**config.mk**
```make
export PLATFORM = sky130hd
export DESIGN_NAME = alarm_siren_ctrl_flat
export DESIGN_NICKNAME = d
export VERILOG_FILES = /design/src/rtl/alarm_siren_ctrl_if.sv /design/src/rtl/alarm_siren_ctrl.sv /design/src/flat_wrapper.sv
export SDC_FILE = /design/constraint.sdc
export NUM_CORES = 1
export LEC_CHECK = 0
export CORE_MARGIN = 5
export CORE_UTILIZATION = 61
export CTS_BUF_LIST = sky130_fd_sc_hd__clkbuf_4 sky130_fd_sc_hd__clkbuf_8 sky130_fd_sc_hd__clkbuf_16
export DETAILED_ROUTE_END_ITERATION = 6
export PLACE_DENSITY_LB_ADDON = 0.1
export SLEW_MARGIN = 0
export SYNTH_ARGS = -nofsm -noshare
export SYNTH_HDL_FRONTEND = slang
export SYNTH_SLANG_ARGS = --single-unit
```
**constraint.sdc**
```tcl
create_clock -name clk -period 3.4 [get_ports clk]
set_input_delay 0.34 -clock clk [delete_from_list [all_inputs] [get_ports clk]]
set_output_delay 0.34 -clock clk [all_outputs]
set_load 0.01 [all_outputs]
```
**src/rtl/alarm_siren_ctrl_if.sv**
```systemverilog
// Annunciator bus between the security-alarm FSM (master) and the siren
// output stage (slave).
// alarm_in/ack are levels sampled on every clk edge; there is no valid/ready
// pairing. siren/strobe/status/remain are registered and valid every cycle.
interface alarm_siren_ctrl_if #(
    parameter int CNT_W = 8
);
    logic             alarm_in;
    logic             ack;
    logic             siren;
    logic             strobe;
    logic [1:0]       status;
    logic [CNT_W-1:0] remain;

    modport master (
        output alarm_in, ack,
        input  siren, strobe, status, remain
    );

    modport slave (
        input  alarm_in, ack,
        output siren, strobe, status, remain
    );
endinterface

```
**src/rtl/alarm_siren_ctrl.sv**
```systemverilog
// Siren/strobe output stage behind the security-alarm FSM: grace period,
// tone, strobe, auto-silence and acknowledge. Define ALARM_SIREN_LATCH_EN to
// keep SOUNDING latched after alarm_in drops (only ack/timeout exit it).
module alarm_siren_ctrl #(
    parameter int TICK_DIV    = 1000,
    parameter int ENTRY_TICKS = 10,
    parameter int SIREN_TICKS = 60,
    parameter int TONE_DIV    = 250,
    parameter int CNT_W       = 8
) (
    input  logic              clk,
    input  logic              rst_n,
    alarm_siren_ctrl_if.slave bus
);
    localparam int PW = $clog2(TICK_DIV);
    localparam int TW = (TONE_DIV > 1) ? $clog2(TONE_DIV) : 1;

    // Encoding doubles as the status output.
    typedef enum logic [1:0] {
        ST_IDLE     = 2'b00,
        ST_GRACE    = 2'b01,
        ST_SOUNDING = 2'b10,
        ST_SILENCED = 2'b11
    } state_t;

    state_t           state, state_nx;
    logic [CNT_W-1:0] remain, remain_nx;
    logic [PW-1:0]    presc, presc_nx;
    logic [TW-1:0]    tone, tone_nx;
    logic             siren, siren_nx;
    logic             strobe, strobe_nx;
    logic             tick;
    logic             last_tick;

    assign tick      = (presc == PW'(TICK_DIV - 1));
    assign last_tick = tick && (remain == CNT_W'(1));

    always_ff @(posedge clk or negedge rst_n) begin
        if (!rst_n) begin
            state  <= ST_IDLE;
            remain <= '0;
            presc  <= '0;
            tone   <= '0;
            siren  <= 1'b0;
            strobe <= 1'b0;
        end else begin
            state  <= state_nx;
            remain <= remain_nx;
            presc  <= presc_nx;
            tone   <= tone_nx;
            siren  <= siren_nx;
            strobe <= strobe_nx;
        end
    end

    always_comb begin
        state_nx  = state;
        remain_nx = remain;
        presc_nx  = tick ? '0 : presc + 1'b1;
        tone_nx   = '0;
        siren_nx  = 1'b0;
        strobe_nx = strobe;

        // Priority: alarm drop, then ack, then timeout.
        case (state)
            ST_IDLE: begin
                if (bus.alarm_in)
                    state_nx = (ENTRY_TICKS == 0) ? ST_SOUNDING : ST_GRACE;
            end
            ST_GRACE: begin
                if (!bus.alarm_in)  state_nx = ST_IDLE;
                else if (bus.ack)   state_nx = ST_SILENCED;
                else if (last_tick) state_nx = ST_SOUNDING;
            end
            ST_SOUNDING: begin
`ifdef ALARM_SIREN_LATCH_EN
                if (bus.ack)        state_nx = ST_SILENCED;
                else if (last_tick) state_nx = ST_SILENCED;
`else
                if (!bus.alarm_in)  state_nx = ST_IDLE;
                else if (bus.ack)   state_nx = ST_SILENCED;
                else if (last_tick) state_nx = ST_SILENCED;
`endif
            end
            ST_SILENCED: begin
                if (!bus.alarm_in)  state_nx = ST_IDLE;
            end
            default: state_nx = ST_IDLE;
        endcase

        if (state_nx != state) begin
            // Restart the prescaler so the new state's first tick is full length.
            presc_nx = '0;
            case (state_nx)
                ST_GRACE: begin
                    remain_nx = CNT_W'(ENTRY_TICKS);
                    strobe_nx = 1'b1;
                end
                ST_SOUNDING: begin
                    remain_nx = CNT_W'(SIREN_TICKS);
                    strobe_nx = 1'b1;
                    siren_nx  = 1'b1;
                end
                default: begin
                    remain_nx = '0;
                    strobe_nx = 1'b0;
                end
            endcase
        end else begin
            case (state)
                ST_GRACE: begin
                    if (tick) begin
                        if (remain != '0) remain_nx = remain - 1'b1;
                        strobe_nx = ~strobe;
                    end
                end
                ST_SOUNDING: begin
                    if (tick && remain != '0) remain_nx = remain - 1'b1;
                    siren_nx = siren;
                    if (tone == TW'(TONE_DIV - 1)) begin
                        siren_nx = ~siren;
                        tone_nx  = '0;
                    end else begin
                        tone_nx  = tone + 1'b1;
                    end
                end
                default: ;
            endcase
        end
    end

    assign bus.status = state;
    assign bus.remain = remain;
    assign bus.siren  = siren;
    assign bus.strobe = strobe;
endmodule

```
**src/flat_wrapper.sv**
```systemverilog
// flat-port wrapper written by rule: the top's interface ports become plain ports
module alarm_siren_ctrl_flat 
#(
    parameter int TICK_DIV    = 1000,
    parameter int ENTRY_TICKS = 10,
    parameter int SIREN_TICKS = 60,
    parameter int TONE_DIV    = 250,
    parameter int CNT_W       = 8
)
  (clk, rst_n, bus_alarm_in, bus_ack, bus_siren, bus_strobe, bus_status, bus_remain);
  alarm_siren_ctrl_if #(.CNT_W(CNT_W)) bus_i ();
  input  logic clk;
  input  logic rst_n;
  input wire logic [$bits(bus_i.alarm_in)-1:0] bus_alarm_in;
  input wire logic [$bits(bus_i.ack)-1:0] bus_ack;
  output wire logic [$bits(bus_i.siren)-1:0] bus_siren;
  output wire logic [$bits(bus_i.strobe)-1:0] bus_strobe;
  output wire logic [$bits(bus_i.status)-1:0] bus_status;
  output wire logic [$bits(bus_i.remain)-1:0] bus_remain;
  assign bus_i.alarm_in = bus_alarm_in;
  assign bus_i.ack = bus_ack;
  assign bus_siren = bus_i.siren;
  assign bus_strobe = bus_i.strobe;
  assign bus_status = bus_i.status;
  assign bus_remain = bus_i.remain;
  alarm_siren_ctrl #(.TICK_DIV(TICK_DIV), .ENTRY_TICKS(ENTRY_TICKS), .SIREN_TICKS(SIREN_TICKS), .TONE_DIV(TONE_DIV), .CNT_W(CNT_W)) u_core (.clk(clk), .rst_n(rst_n), .bus(bus_i));
endmodule
```
==> results.py, run 1 <==
metrics = {
    "pwr": {
        "power.combinational.fraction_pct": 49.9,
        "power_frac_clock_pct": 15.4,
        "ir_worst_vdd_mv": 0.394,
        "cellPowerDensity_nw_per_um2": 732,
        "power.share.sequential_pct": 34.7,
        "cellInternalPower_w": 0.000873,
        "design_power_total_w": 0.00152,
        "switchingPower_w": 0.000648,
        "switching_power_share_of_the_total_pct": 42.6,
        "total_leakage_power_nw": 0.860,
    },
    "grt": {
        "global_route_met1_utilization_pct": 23.8,
        "top_usage_layer": "met2",
        "grt_pass1_vias": 1411,
        "grt.total_usage_pct": 19.8,
        "pin_count_of_the_biggest_net_entering_global_routing": 31,
        "use_met2_pct": 33.3,
        "met3_usage_pct": 4.68,
        "grt_pass1_wl_um": 6430,
        "grt_overflow_total": 0,
        "grt_antenna_before_repair": 0,
    },
    "worst_setup_path": {
        "required_worst_endpoint_ps": 3650,
        "setup.worst_path.start_class": "register",
        "worst-path-max-fanout": 9,
        "cpMostUsedCell": "a21boi_0",
        "cp_slowest_cell": "dfrtp_1",
        "slowest_delay_ps": 470,
        "crit_arrival_ps": 2870,
        "timing.critical_path.to_type": "register",
        "path_cells": "nor4_1 > and3_1 > a21boi_0 > o21ai_0 > a31o_2 > ha_1 > a21boi_0 > a31o_1",
        "crit_type": "reg -> reg",
    },
    "floorplan": {
        "fp-row-count": 20,
        "starting_density_of_the_core_pct": 62.0,
        "die_width_um": 65.0,
        "fp.dieArea_um2": 4230,
        "design.core.area_um2": 2980,
        "floorplan.die.height_um": 65.0,
        "num_io_pins": 16,
    },
    "sta": {
        "min_period_over_period_pct": 77.0,
        "finalMaxSlewViolations": 0,
        "rsz0062_at_grt": "no",
        "timing.setup.tns_ps": 0,
        "tightest_slew_ps": 565,
        "worst_slew_margin_rel_pct": 62.0,
        "final-setup-viol-count": 0,
        "fmaxAchievable_ghz": 0.382,
        "finalHoldViolCount": 0,
        "timing.clock.skew_ps": 22.0,
        "final.min_clock_period_ps": 2620,
    },
    "clock_network": {
        "post_cts.repair.setup_buffers": 0,
        "max-clock-path-buffers": 2,
        "ctsHtreeMaxLevel": 2,
        "cts.hold.buffers_added": 0,
        "clkSinkCount": 30,
        "tritoncts.num_buffers": 5,
        "clk_root_buffer_cell": "clkbuf_4",
        "clock_tree_from_tritoncts": "yes",
        "clock_latency_ps": 330,
        "worst_setup_hold_path_clk_slew_ps": 110,
        "cts_repair_resize_count": 0,
    },
    "synth": {
        "synth_sequential_area_ratio_pct": 40.7,
        "synth_enable_flop_cells": 0,
        "synth_cell_types": 53,
        "synth-warning-count": 0,
        "synth-main-ff-cell": "dfrtp_1",
        "async_flop_share_pct": 100,
        "syn-cell-area_um2": 1850,
        "postSynthCellCount": 188,
        "postSynthAreaPerCell_um2": 9.82,
        "syn-num-nets": 204,
        "synth.ff_latch_count": 30,
    },
    "placement": {
        "gpl.final_weighted_congestion": 0.871,
        "port-buffer-count": 15,
        "dp_hpwl_um": 2670,
    },
    "route": {
        "drt-vias-per-instance": 6.03,
        "first_pass_iteration_count_of_the_detailed_router": 4,
        "total_vias_in_the_final_route": 1454,
        "remaining_drcs": 0,
        "routed_wirelength_um": 3620,
        "drt.antenna.violating_nets": 0,
        "route.detailed.wl_per_inst_um": 15.0,
        "drt_first_iter_violations": 88,
    },
    "cells_and_area": {
        "final_stage_net_count": 223,
        "ratio_of_cells_with_drive_above_1_in_the_final_layout_pct": 11.1,
        "syn_to_final_growth_pct": 12.5,
        "diodes": 0,
    },
    "worst_hold_path": {
        "timing.hold.worst.class": "in -> async",
    },
    "run": {
        "cap_viol_max_count": 0,
    },
    "run_status": {
        "run_status": "finished clean",
    },
}
==> synthesized netlist by cell type (all sizes together), types with 4 or more instances <==
cell,instances,area share (%)
or3,6,2.1
xnor2,8,3.8
nand3,8,2.2
a21boi,4,1.6
o21ai,7,1.9
and3,4,1.4
a31o,5,2.4
dfrtp,30,41
a21oi,9,2.6
inv,9,1.8
nor2,23,4.8
nand2,10,2.2
ha,12,8.1
xor2,7,3.3
nor4,4,2.2
==> critical path: cells and delay by family (launching register included) <==
| family | cells | cell delay [ps] |
|---|---|---|
| compound gates | 5 | 1100 |
| flops | 1 | 470 |
| fa+ha+maj | 1 | 170 |
| simple gates | 2 | 800 |
==> layout make-up <==
class,instances,area (um^2)
Inverter,9,33.8
Clock inverter,1,5.00
Tap cell,33,41.3
Clock buffer,7,58.8
Fill cell,226,901
Sequential cell,30,751
Timing Repair Buffer,16,158
Multi-Input combinational cell,145,1030
==> layout by cell type, fill, tap and decap left out, types with 2 or more instances in the layout <==
cell / n
or3_1: 5
nor4_1: 3
and2_1: 2
nor3_1: 3
ha_1: 12
nor2_1: 22
dfrtp_1: 30
a31oi_1: 3
nand3_1: 8
a21oi_1: 8
a21boi_0: 4
a31o_1: 4
clkbuf_4: 6
clkdlybuf4s50_1: 15
nand2_1: 9
and3_1: 3
inv_1: 9
xor2_1: 7
or4_1: 2
nand2b_1: 2
o31a_2: 2
xnor2_1: 8
o21ai_0: 7
o21bai_1: 3
==> routing by layer <==
layer,part of all wire (%),routed length (um)
met1,43,1550
met2,50,1800
met3,5.8,208
met4,1.5,54
met5,0,0
==> final timing paths <==
path	cells past startpoint	end	slack (ps)	from
worst min-delay path	2	u_core.bus.remain[7]	380	rst_n
max in group asynchronous	2	u_core.tone[0]	2720	rst_n
worst max-delay path	8	u_core.bus.siren	780	u_core.bus.remain[2]
min in group clk	1	u_core.presc[0]	480	u_core.presc[0]
worst min register to register	1	u_core.presc[0]	480	u_core.presc[0]
worst max register to register	8	u_core.bus.siren	780	u_core.bus.remain[2]
==> power groups by stage <==
stage / logic [W] / clock network [W] / registers (W)
after floorplan: 0.000525 / 0 / 0.000540
after global placement: 0.000741 / 0 / 0.000527
after detailed placement: 0.000764 / 0 / 0.000533
after CTS: 0.000766 / 0.000244 / 0.000526
after global routing: 0.000841 / 0.000268 / 0.000542
final: 0.000759 / 0.000235 / 0.000527
==> registers in the layout (all words and copies together) (netlist names) <==
signal	flops
u_core.bus.strobe	1
u_core.tone	8
u_core.presc	10
u_core.bus.status	2
u_core.bus.remain	8
u_core.bus.siren	1
==> per-stage QoR <==
| step | area (um^2) | worst slack, ps | utilization, % | hold WS [ps] | cells |
|---|---|---|---|---|---|
| after floorplan | 1850 | 1140 | - | 44.4 | 188 |
| after global placement | 2010 | 849 | 67.6 | 463 | 233 |
| after detailed placement | 2010 | 837 | 67.6 | 475 | 233 |
| after CTS | 2080 | 816 | 69.7 | 379 | 241 |
| after global routing | 2080 | 502 | 69.7 | 403 | 241 |
| final | 2080 | 783 | 69.7 | 375 | 241 |
==> kinds of logic (layout without fill, tap and decap cells) <==
family	after synthesis	in the layout	share of synthesized area (%)
compound gates	44	44	18.0
xor+xnor	15	15	7.12
fa+ha+maj	12	12	8.14
buf+inv	13	33	3.52
flops	30	30	40.7
simple gates	74	74	22.5
(Power assumes the default switching activity.)
==> run 2: changes to the inputs <==
--- a/config.mk
+++ b/config.mk
@@ -6,7 +6,7 @@
 export NUM_CORES = 1
 export LEC_CHECK = 0
 export CORE_MARGIN = 5
-export CORE_UTILIZATION = 61
+export CORE_UTILIZATION = 52
 export CTS_BUF_LIST = sky130_fd_sc_hd__clkbuf_4 sky130_fd_sc_hd__clkbuf_8 sky130_fd_sc_hd__clkbuf_16
 export DETAILED_ROUTE_END_ITERATION = 6
 export PLACE_DENSITY_LB_ADDON = 0.1
==> constraint.sdc (replaced) <==
create_clock -name clk -period 2.37 [get_ports clk]
set_input_delay 0.237 -clock clk [delete_from_list [all_inputs] [get_ports clk]]
set_output_delay 0.237 -clock clk [all_outputs]
set_load 0.01 [all_outputs]
==> results.py, run 2 (same netlist as run 1, synthesis figures left out) <==
metrics = {
    "route": {
        "first_pass_iteration_count_of_the_detailed_router": 4,
        "total_vias_in_the_final_route": 1576,
        "routed_wirelength_um": 4300,
        "drt-vias-per-instance": 5.79,
        "route.detailed.wl_per_inst_um": 15.8,
        "remaining_drcs": 0,
        "drt_first_iter_violations": 232,
        "drt.antenna.violating_nets": 0,
    },
    "worst_setup_path": {
        "timing.critical_path.to_type": "register",
        "required_worst_endpoint_ps": 2610,
        "crit_type": "reg -> reg",
        "critical_path.reg2reg.endpoint": "u_core.bus.siren",
        "crit_arrival_ps": 2560,
        "r2r_setup_slack_ps": 50,
        "r2r-start": "u_core.bus.remain[5]",
        "worst-path-max-fanout": 5,
        "timing.reg2reg.worst_path_depth": 9,
        "setup.worst_path.start_class": "register",
    },
    "clock_network": {
        "clk_root_buffer_cell": "clkbuf_4",
        "clock_latency_ps": 340,
        "clkSinkCount": 30,
        "max-clock-path-buffers": 2,
        "worst_setup_hold_path_clk_slew_ps": 110,
        "tritoncts.num_buffers": 5,
        "ctsHtreeMaxLevel": 2,
        "clock_tree_from_tritoncts": "yes",
    },
    "cells_and_area": {
        "diodes": 0,
        "final_stage_net_count": 242,
        "register_area_um2": 752,
        "largest_reg_flops": 10,
        "ratio_of_cells_with_drive_above_1_in_the_final_layout_pct": 23.0,
        "multi_input_comb_area_um2": 1100,
        "final_common_cell": "dfrtp_1",
        "syn_to_final_growth_pct": 24.5,
        "layout.cells.most_common_list": "29 x dfrtp_1, 22 x nor2_1, 20 x buf_4, 15 x clkdlybuf4s50_1, 11 x ha_1",
        "regMostFlops": "u_core.presc",
        "final_core_util_pct": 67.8,
        "largest_registers": "u_core.presc (10), u_core.bus.remain (8), u_core.tone (8)",
        "count_of_filler_cells_inserted_in_the_layout": 265,
    },
    "sta": {
        "finalMaxSlewViolations": 0,
        "final-setup-viol-count": 0,
        "worst_slew_margin_rel_pct": 66.0,
        "smallest_hold_slack_ps": 265,
        "fmaxAchievable_ghz": 0.431,
        "tightest_slew_ps": 511,
        "final.min_clock_period_ps": 2320,
        "finalHoldViolCount": 0,
        "timing.clock.skew_ps": 19.5,
        "min_period_over_period_pct": 97.8,
    },
    "pwr": {
        "total_leakage_power_nw": 0.955,
        "ir_worst_vdd_mv": 0.528,
        "cellPowerDensity_nw_per_um2": 1080,
    },
    "floorplan": {
        "starting_density_of_the_core_pct": 54.4,
        "design.core.area_um2": 3390,
        "num_io_pins": 16,
        "die_width_um": 69.6,
        "floorplan.die.height_um": 69.6,
        "fp.dieArea_um2": 4840,
        "fp-row-count": 21,
    },
    "grt": {
        "grt_pass1_vias": 1561,
        "pin_count_of_the_biggest_net_entering_global_routing": 31,
        "grt.total_usage_pct": 17.9,
        "grt_overflow_total": 0,
        "grt_antenna_before_repair": 0,
        "grt_pass1_wl_um": 7030,
    },
    "worst_hold_path": {
        "timing.hold.worst.class": "in -> async",
    },
    "run": {
        "cap_viol_max_count": 0,
    },
    "placement": {
        "dp_hpwl_um": 2920,
        "port-buffer-count": 15,
        "gpl.final_weighted_congestion": 0.877,
    },
    "run_status": {
        "run_status": "finished clean",
    },
}
==> run 2: worst max-delay path, stage by stage (launching register included) <==
cell and delay, ps:
dfrtp_2 460, nor4_4 320, buf_4 160, and3_4 200, and2_4 150, o21ai_1 90
a31o_2 250, ha_1 210, a21boi_2 170, a31o_1 200
==> run 2: final cells by class <==
cell class              instances  share of cell area, %
well taps                      46                   2.50
repair buffers                 35                   13.1
flip-flops and latches         30                   32.7
clock buffers                   7                   2.29
multi-input cells             145                   48.0
inverters                       9                   1.47
==> run 2: timing repair <==
item,in CTS,in global routing
gates resized for setup,3,16
pin swaps,0,5
setup endpoints to repair,6,6
buffers inserted,0,6
hold buffers,0,0
==> run 2: metrics by stage <==
stage,power (W),instance area (um^2),worst slack (ps),TNS [ps],instances
final,0.00249,2300,51.3,0,272
after global routing,0.00267,2300,-40.0,-241,272
after CTS,0.00230,2190,18.9,0,266
after detailed placement,0.00198,2130,-125,-250,259
after global placement,0.00194,2130,33.9,0,259
after floorplan,0.00153,1850,107,0,188
==> run 2: power by group <==
group	switching [W]	leakage [nW]	internal [W]
clock network	0.000182	0.0322	0.000135
registers	0.000120	0.401	0.000624
logic	0.000765	0.522	0.000665
total	0.00107	0.955	0.00142
==> run 2: layer usage <==
metal  track usage, %  up-vias  share of wire (%)
met3             3.77       16                4.9
met2             30.3       47                 48
met5                0        -                  0
met4             9.33        0                3.4
li1                 -      747                  -
met1             21.2      766                 44
==> run 2: worst max path at each step <==
stage / end / startpoint / slack [ps]
final: u_core.bus.siren / u_core.bus.remain[5] / 50
after global routing: u_core.bus.siren / u_core.bus.remain[5] / -40
after CTS: u_core.bus.remain[3] / u_core.bus.remain[2] / 20
after detailed placement: u_core.bus.remain[3] / u_core.bus.remain[2] / -130
after global placement: u_core.bus.strobe / u_core.presc[0] / 30
after floorplan: u_core.bus.siren / u_core.bus.status[0] / 110
